## config.mk

```make
export PLATFORM = sky130hd
export DESIGN_NAME = bitser_mac_ctrl
export DESIGN_NICKNAME = d
export VERILOG_FILES = /design/src/rtl/bitser_mac_ctrl.sv
export SDC_FILE = /design/constraint.sdc
export NUM_CORES = 1
export LEC_CHECK = 0
export ABC_CLOCK_PERIOD_IN_PS = 3300
export BUFFER_PORTS_ARGS = -buffer_cell sky130_fd_sc_hd__buf_2
export CAP_MARGIN = 0
export CORE_UTILIZATION = 45
export CTS_CLUSTER_DIAMETER = 50
export CTS_CLUSTER_SIZE = 28
export DETAILED_ROUTE_END_ITERATION = 6
export PLACE_DENSITY_LB_ADDON = 0.1
export SLEW_MARGIN = 20
export SYNTH_ARGS = -nofsm -noshare
export SYNTH_HDL_FRONTEND = slang
export SYNTH_SLANG_ARGS = --single-unit
```

## constraint.sdc

```tcl
create_clock -name clk -period 3.3 [get_ports clk]
set_clock_uncertainty 0.05 [all_clocks]
set_input_delay 0.33 -clock clk [delete_from_list [all_inputs] [get_ports clk]]
set_output_delay 0.33 -clock clk [all_outputs]
set_load 0.03 [all_outputs]
```

## src/rtl/bitser_mac_ctrl.sv

```systemverilog
// bitser_mac_ctrl
//   Sequencer for a bit-serial accumulator built around one external 1-bit
//   full adder. NUM_OPS unsigned operands are summed LSB first, one bit per
//   clock, into an ACC_W-bit accumulator (result wraps mod 2^ACC_W).
//
// Ports
//   clk, rst_n            clock (rising edge), asynchronous active-low reset
//   start, abort          begin accumulation (IDLE only) / return to IDLE
//   in_valid/in_data/in_ready     operand handshake
//   fa_a, fa_b, fa_cin    drives to the external full adder (0 outside ADD)
//   fa_sum, fa_carry      results from the external full adder
//   out_valid/out_data/out_ready  result handshake
//   busy                  high in every state except IDLE
module bitser_mac_ctrl #(
   parameter int DATA_W  = 8,
   parameter int NUM_OPS = 4,
   parameter int ACC_W   = 10
) (
   input  logic              clk,
   input  logic              rst_n,
   input  logic              start,
   input  logic              abort,
   input  logic              in_valid,
   input  logic [DATA_W-1:0] in_data,
   output logic              in_ready,
   output logic              fa_a,
   output logic              fa_b,
   output logic              fa_cin,
   input  logic              fa_sum,
   input  logic              fa_carry,
   output logic              out_valid,
   output logic [ACC_W-1:0]  out_data,
   input  logic              out_ready,
   output logic              busy
);

   localparam int CNT_W = (ACC_W > 1) ? $clog2(ACC_W) : 1;
   localparam int OPC_W = (NUM_OPS > 1) ? $clog2(NUM_OPS) : 1;
   localparam logic [CNT_W-1:0] BIT_LAST = CNT_W'(ACC_W - 1);
   localparam logic [OPC_W-1:0] OP_LAST  = OPC_W'(NUM_OPS - 1);

   typedef enum logic [1:0] {IDLE, WAIT_OP, ADD, DONE} state_t;

   state_t           state_q, state_d;
   logic [ACC_W-1:0] acc_q, acc_d;
   logic [ACC_W-1:0] op_sr_q, op_sr_d;
   logic [ACC_W-1:0] out_data_q, out_data_d;
   logic             carry_q, carry_d;
   logic [CNT_W-1:0] bit_cnt_q, bit_cnt_d;
   logic [OPC_W-1:0] op_cnt_q, op_cnt_d;
   logic             in_ready_q, in_ready_d;
   logic             out_valid_q, out_valid_d;
   logic             busy_q, busy_d;

   always_comb begin
      state_d     = state_q;
      acc_d       = acc_q;
      op_sr_d     = op_sr_q;
      out_data_d  = out_data_q;
      carry_d     = carry_q;
      bit_cnt_d   = bit_cnt_q;
      op_cnt_d    = op_cnt_q;
      in_ready_d  = in_ready_q;
      out_valid_d = out_valid_q;
      busy_d      = busy_q;

      case (state_q)
         IDLE: begin
            if (start) begin
               state_d    = WAIT_OP;
               acc_d      = '0;
               op_cnt_d   = '0;
               in_ready_d = 1'b1;
               busy_d     = 1'b1;
            end
         end
         WAIT_OP: begin
            if (in_valid && in_ready_q) begin
               state_d    = ADD;
               op_sr_d    = ACC_W'(in_data);
               carry_d    = 1'b0;
               bit_cnt_d  = '0;
               in_ready_d = 1'b0;
            end
         end
         ADD: begin
            // Sum bit enters at the MSB; after ACC_W shifts the
            // accumulator is back in its natural bit order.
            acc_d     = ACC_W'({fa_sum, acc_q} >> 1);
            op_sr_d   = op_sr_q >> 1;
            carry_d   = fa_carry;
            bit_cnt_d = bit_cnt_q + 1'b1;
            if (bit_cnt_q == BIT_LAST) begin
               bit_cnt_d = '0;
               op_cnt_d  = op_cnt_q + 1'b1;
               if (op_cnt_q == OP_LAST) begin
                  state_d     = DONE;
                  out_valid_d = 1'b1;
                  out_data_d  = acc_d;
               end else begin
                  state_d    = WAIT_OP;
                  in_ready_d = 1'b1;
               end
            end
         end
         DONE: begin
            if (out_ready) begin
               state_d     = IDLE;
               out_valid_d = 1'b0;
               busy_d      = 1'b0;
            end
         end
         default: state_d = IDLE;
      endcase

      // Abort wins over start and over both handshakes.
      if (abort) begin
         state_d     = IDLE;
         acc_d       = '0;
         op_sr_d     = '0;
         out_data_d  = '0;
         carry_d     = 1'b0;
         bit_cnt_d   = '0;
         op_cnt_d    = '0;
         in_ready_d  = 1'b0;
         out_valid_d = 1'b0;
         busy_d      = 1'b0;
      end
   end

   always_ff @(posedge clk or negedge rst_n) begin
      if (!rst_n) begin
         state_q     <= IDLE;
         acc_q       <= '0;
         op_sr_q     <= '0;
         out_data_q  <= '0;
         carry_q     <= 1'b0;
         bit_cnt_q   <= '0;
         op_cnt_q    <= '0;
         in_ready_q  <= 1'b0;
         out_valid_q <= 1'b0;
         busy_q      <= 1'b0;
      end else begin
         state_q     <= state_d;
         acc_q       <= acc_d;
         op_sr_q     <= op_sr_d;
         out_data_q  <= out_data_d;
         carry_q     <= carry_d;
         bit_cnt_q   <= bit_cnt_d;
         op_cnt_q    <= op_cnt_d;
         in_ready_q  <= in_ready_d;
         out_valid_q <= out_valid_d;
         busy_q      <= busy_d;
      end
   end

   // The adder sees the current bit only while adding; otherwise it is quiet.
   assign fa_a   = (state_q == ADD) & acc_q[0];
   assign fa_b   = (state_q == ADD) & op_sr_q[0];
   assign fa_cin = (state_q == ADD) & carry_q;

   assign in_ready  = in_ready_q;
   assign out_valid = out_valid_q;
   assign out_data  = out_data_q;
   assign busy      = busy_q;

endmodule
```

==> results by group <==
Run status
  – Status: completed

Pwr
  – Clk network pwr share: between 40 and 50%
  – Cell area power density: 467 mW/mm^2
  – Internal power: 0.808 mW
  – Sequential Power Share: around 50%
  – Net switching fraction of the power: between 20% and 30%
  – P_leak: roughly 1.1 nW
  – Max VDD drop: between 0.0002 and 0.0003 V
  – Combinational share of power: a little under a tenth
  – Total power: about 1.1 mW
  – Switching power: 0.250 mW

Clock network
  – Clock sinks: 40
  – CTS tree: done
  – Clock Pin Slew Worst Setup and Hold Paths: roughly 80 ps
  – Worst skew pair latency: approximately 290 ps
  – Max Root-Sink Buffers: 2
  – Postcts setup bufs: 0
  – Post-cts sizing count: 0
  – CTS buffer count: 5
  – Clock Tree Root: clkbuf_8
  – H-tree depth: 2
  – Hold_buf cts: 0

Worst setup path
  – CP arrival: ~1900 ps
  – FF-to-FF setup slack: 1280 ps
  – Crit. Startpoint: state_q[0]
  – Critical setup path kind: register to output pin
  – FF-to-FF Start: state_q[0]
  – Capturing point of the worst reg2reg path: bit_cnt_q[3]
  – Critical Path Sink: fa_cin
  – Max FO, Critical Path: 17
  – Worst R2R Path Depth: 3
  – Critical Path RT: between 2000 and 3000 ps
  – Crit start category: register
  – Crit end category: output pin

Timing
  – Setup violators final: 0
  – Setup TNS: 0 ps
  – Slew margin rel.: roughly two fifths
  – Fin crit share: between 60% and 70%
  – Fmax: 443 MHz
  – Tmin final: ~2300 ps
  – Slew Limit Fails: 0
  – Final hold violation count: 0
  – Slew @ Worst Pin: roughly 900 ps
  – Unrepaired setup endpoints after global routing: false

Layout
  – Area Growth Syn to Fin: 14.1%
  – Layout cell share with drive strength beyond 1: 21.8%
  – Filler instances: 380
  – Ant. Diodes: 0
  – Fin nets: roughly 240
  – Util after Layout: between 50% and 60%

Synth
  – Share of the synthesized area in the top cell type: about 50%
  – XOR/XNOR Fraction of Synth Area: 0%
  – Adder-cell share of the synthesized area: between 1.5 and 2%
  – Seq/Total Area, Yosys: roughly half
  – Ys Warns: 0
  – Post-synthesis cell type count: 42
  – Synthesized cell area: between 0.0015 and 0.002 mm^2
  – Commonest cells in the netlist: dfrtp_1 (40), nand3_1 (17), a21oi_1 (15)
  – Average size of a mapped cell: approximately 10 um^2
  – Area contributors post-synth: dfrtp_1 (50%), nand3_1 (4.3%), a21oi_1 (3.8%)
  – Syn Nets: 214
  – Most frequent cell after synthesis: dfrtp_1
  – Main flop type after synthesis: dfrtp_1
  – Post-synthesis mux area share: roughly 4.7%
  – Async SR Flop Fraction: 100%
  – Largest family of logic cells by synthesized area: simple AND/OR/NAND/NOR gates
  – Simple-gate share of the synthesized area: 21.0%
  – Synth Register Bits: 40
  – Complex-gate fraction of the synthesized area: roughly 18%
  – Post-synth EDFFs: 0
  – Cell count after synthesis: 195
  – Largest area contributor in the synthesized netlist: dfrtp_1

Detailed routing
  – # DRC: 0
  – Post-DRT Antenna Nets: 0
  – Vias: 1596
  – DR WL/cell: around 16 um
  – Drt first pass iters: 4
  – Routed WL: approximately 4.4 mm
  – Via-per-instance ratio: 5.91
  – Detailed Route Iter0 Violations: 160

Die
  – Chip width: approximately 68 um
  – Die Ht: 68.4 um
  – Ports: 32
  – Initial core utilization: between 40% and 50%
  – Core area: ~0.0041 mm^2
  – Die Footprint: about 0.0047 mm^2
  – FP Rows: 23

GRT
  – Gr usage total: between 20% and 30%
  – Global-route wire length before repair: between 7 and 8 mm
  – Initial antenna violation count: 0
  – Number of global-route vias before repair: 1538
  – Largest net degree at the start of global routing: 41
  – Grt total ovfl: 0

Placed design
  – IO Port Bufs: 31
  – Final HPWL DP: 2.97 mm
  – Gp weighted congestion: 0.803

Worst hold path
  – Hold Crit Class: input pin to async pin

Flow run
  – Maxcap violations: 0
## state kept, by name (all words and copies together), names as in the netlist
name	count
acc_q	10
bit_cnt_q	4
busy	1
carry_q	1
in_ready	1
op_cnt_q	2
op_sr_q	8
out_data	10
out_valid	1
state_q	2
## worst max-delay path: stages (launching register included)
cell and delay, ps:
dfrtp_1 570, and2b_1 620, and2_1 200, buf_2 190
## metrics by stage
stage,hold slack [ps],std cells,cell area [um^2],setup WS (ps)
2_1_floorplan,-15.6,195,1990,1640
3_3_place_gp,438,262,2140,1240
3_5_place_dp,451,262,2140,1150
4_1_cts,141,270,2260,1020
5_1_grt,184,270,2260,906
6_report,112,270,2260,1040
## cells by family (layout without fill, tap and decap cells)
| logic type | after synthesis | count (layout) |
|---|---|---|
| AOI/OAI and AO/OA | 55 | 55 |
| adders and majority gates | 3 | 3 |
| buffers and inverters | 19 | 44 |
| DFF | 40 | 40 |
| muxes | 9 | 9 |
| and+or+nand+nor | 69 | 69 |
## layer usage
metal / global-route usage, % / routed length (um) / vias to the layer above
met5: 0 / 0 / -
met4: 7.55 / 48 / 0
met3: 4.00 / 135 / 5
met2: 35.3 / 2150 / 31
met1: 28.6 / 2050 / 789
li1: - / - / 771
## power by group through the flow
stage	clock [mW]	sequential [mW]	combinational [mW]
finish	0.437	0.526	0.0960
global placement	0	0.534	0.0932
floorplan	0	0.534	0.0637
detailed placement	0	0.535	0.0969
global route	0.470	0.529	0.106
CTS	0.448	0.526	0.0969
## how the worst min path moves through the flow
stage,endpoint,slack (ps),cells after the start
after global routing,out_data[0],180,1
final,op_sr_q[3],110,1
after global placement,op_sr_q[3],440,1
after floorplan,acc_q[0],-20,0
after CTS,op_sr_q[3],140,1
after detailed placement,out_valid,450,2
## area by class of cell
| class | count | area, um^2 | area share [%] |
|---|---|---|---|
| Inverter | 4 | 15.0 | 0.663 |
| Multi-Input combinational cell | 136 | 897 | 39.6 |
| Tap cell | 50 | 62.6 | 2.76 |
| Clock buffer | 7 | 96.3 | 4.25 |
| Clock inverter | 1 | 30.0 | 1.33 |
| Sequential cell | 40 | 1000 | 44.2 |
| Timing Repair Buffer | 32 | 163 | 7.18 |
## cells in the final DEF (no fill, tap or decap), types with 4 or more instances in the layout
cell	instances
mux2i_1	7
and2_1	5
a21oi_1	15
o21ai_0	14
inv_1	4
buf_2	31
nand3_1	17
dfrtp_1	40
clkbuf_8	7
a22oi_1	10
o31ai_1	7
nor2_1	11
nand4_1	9
nand2b_1	4
Power figures use the tool's default switching activity.
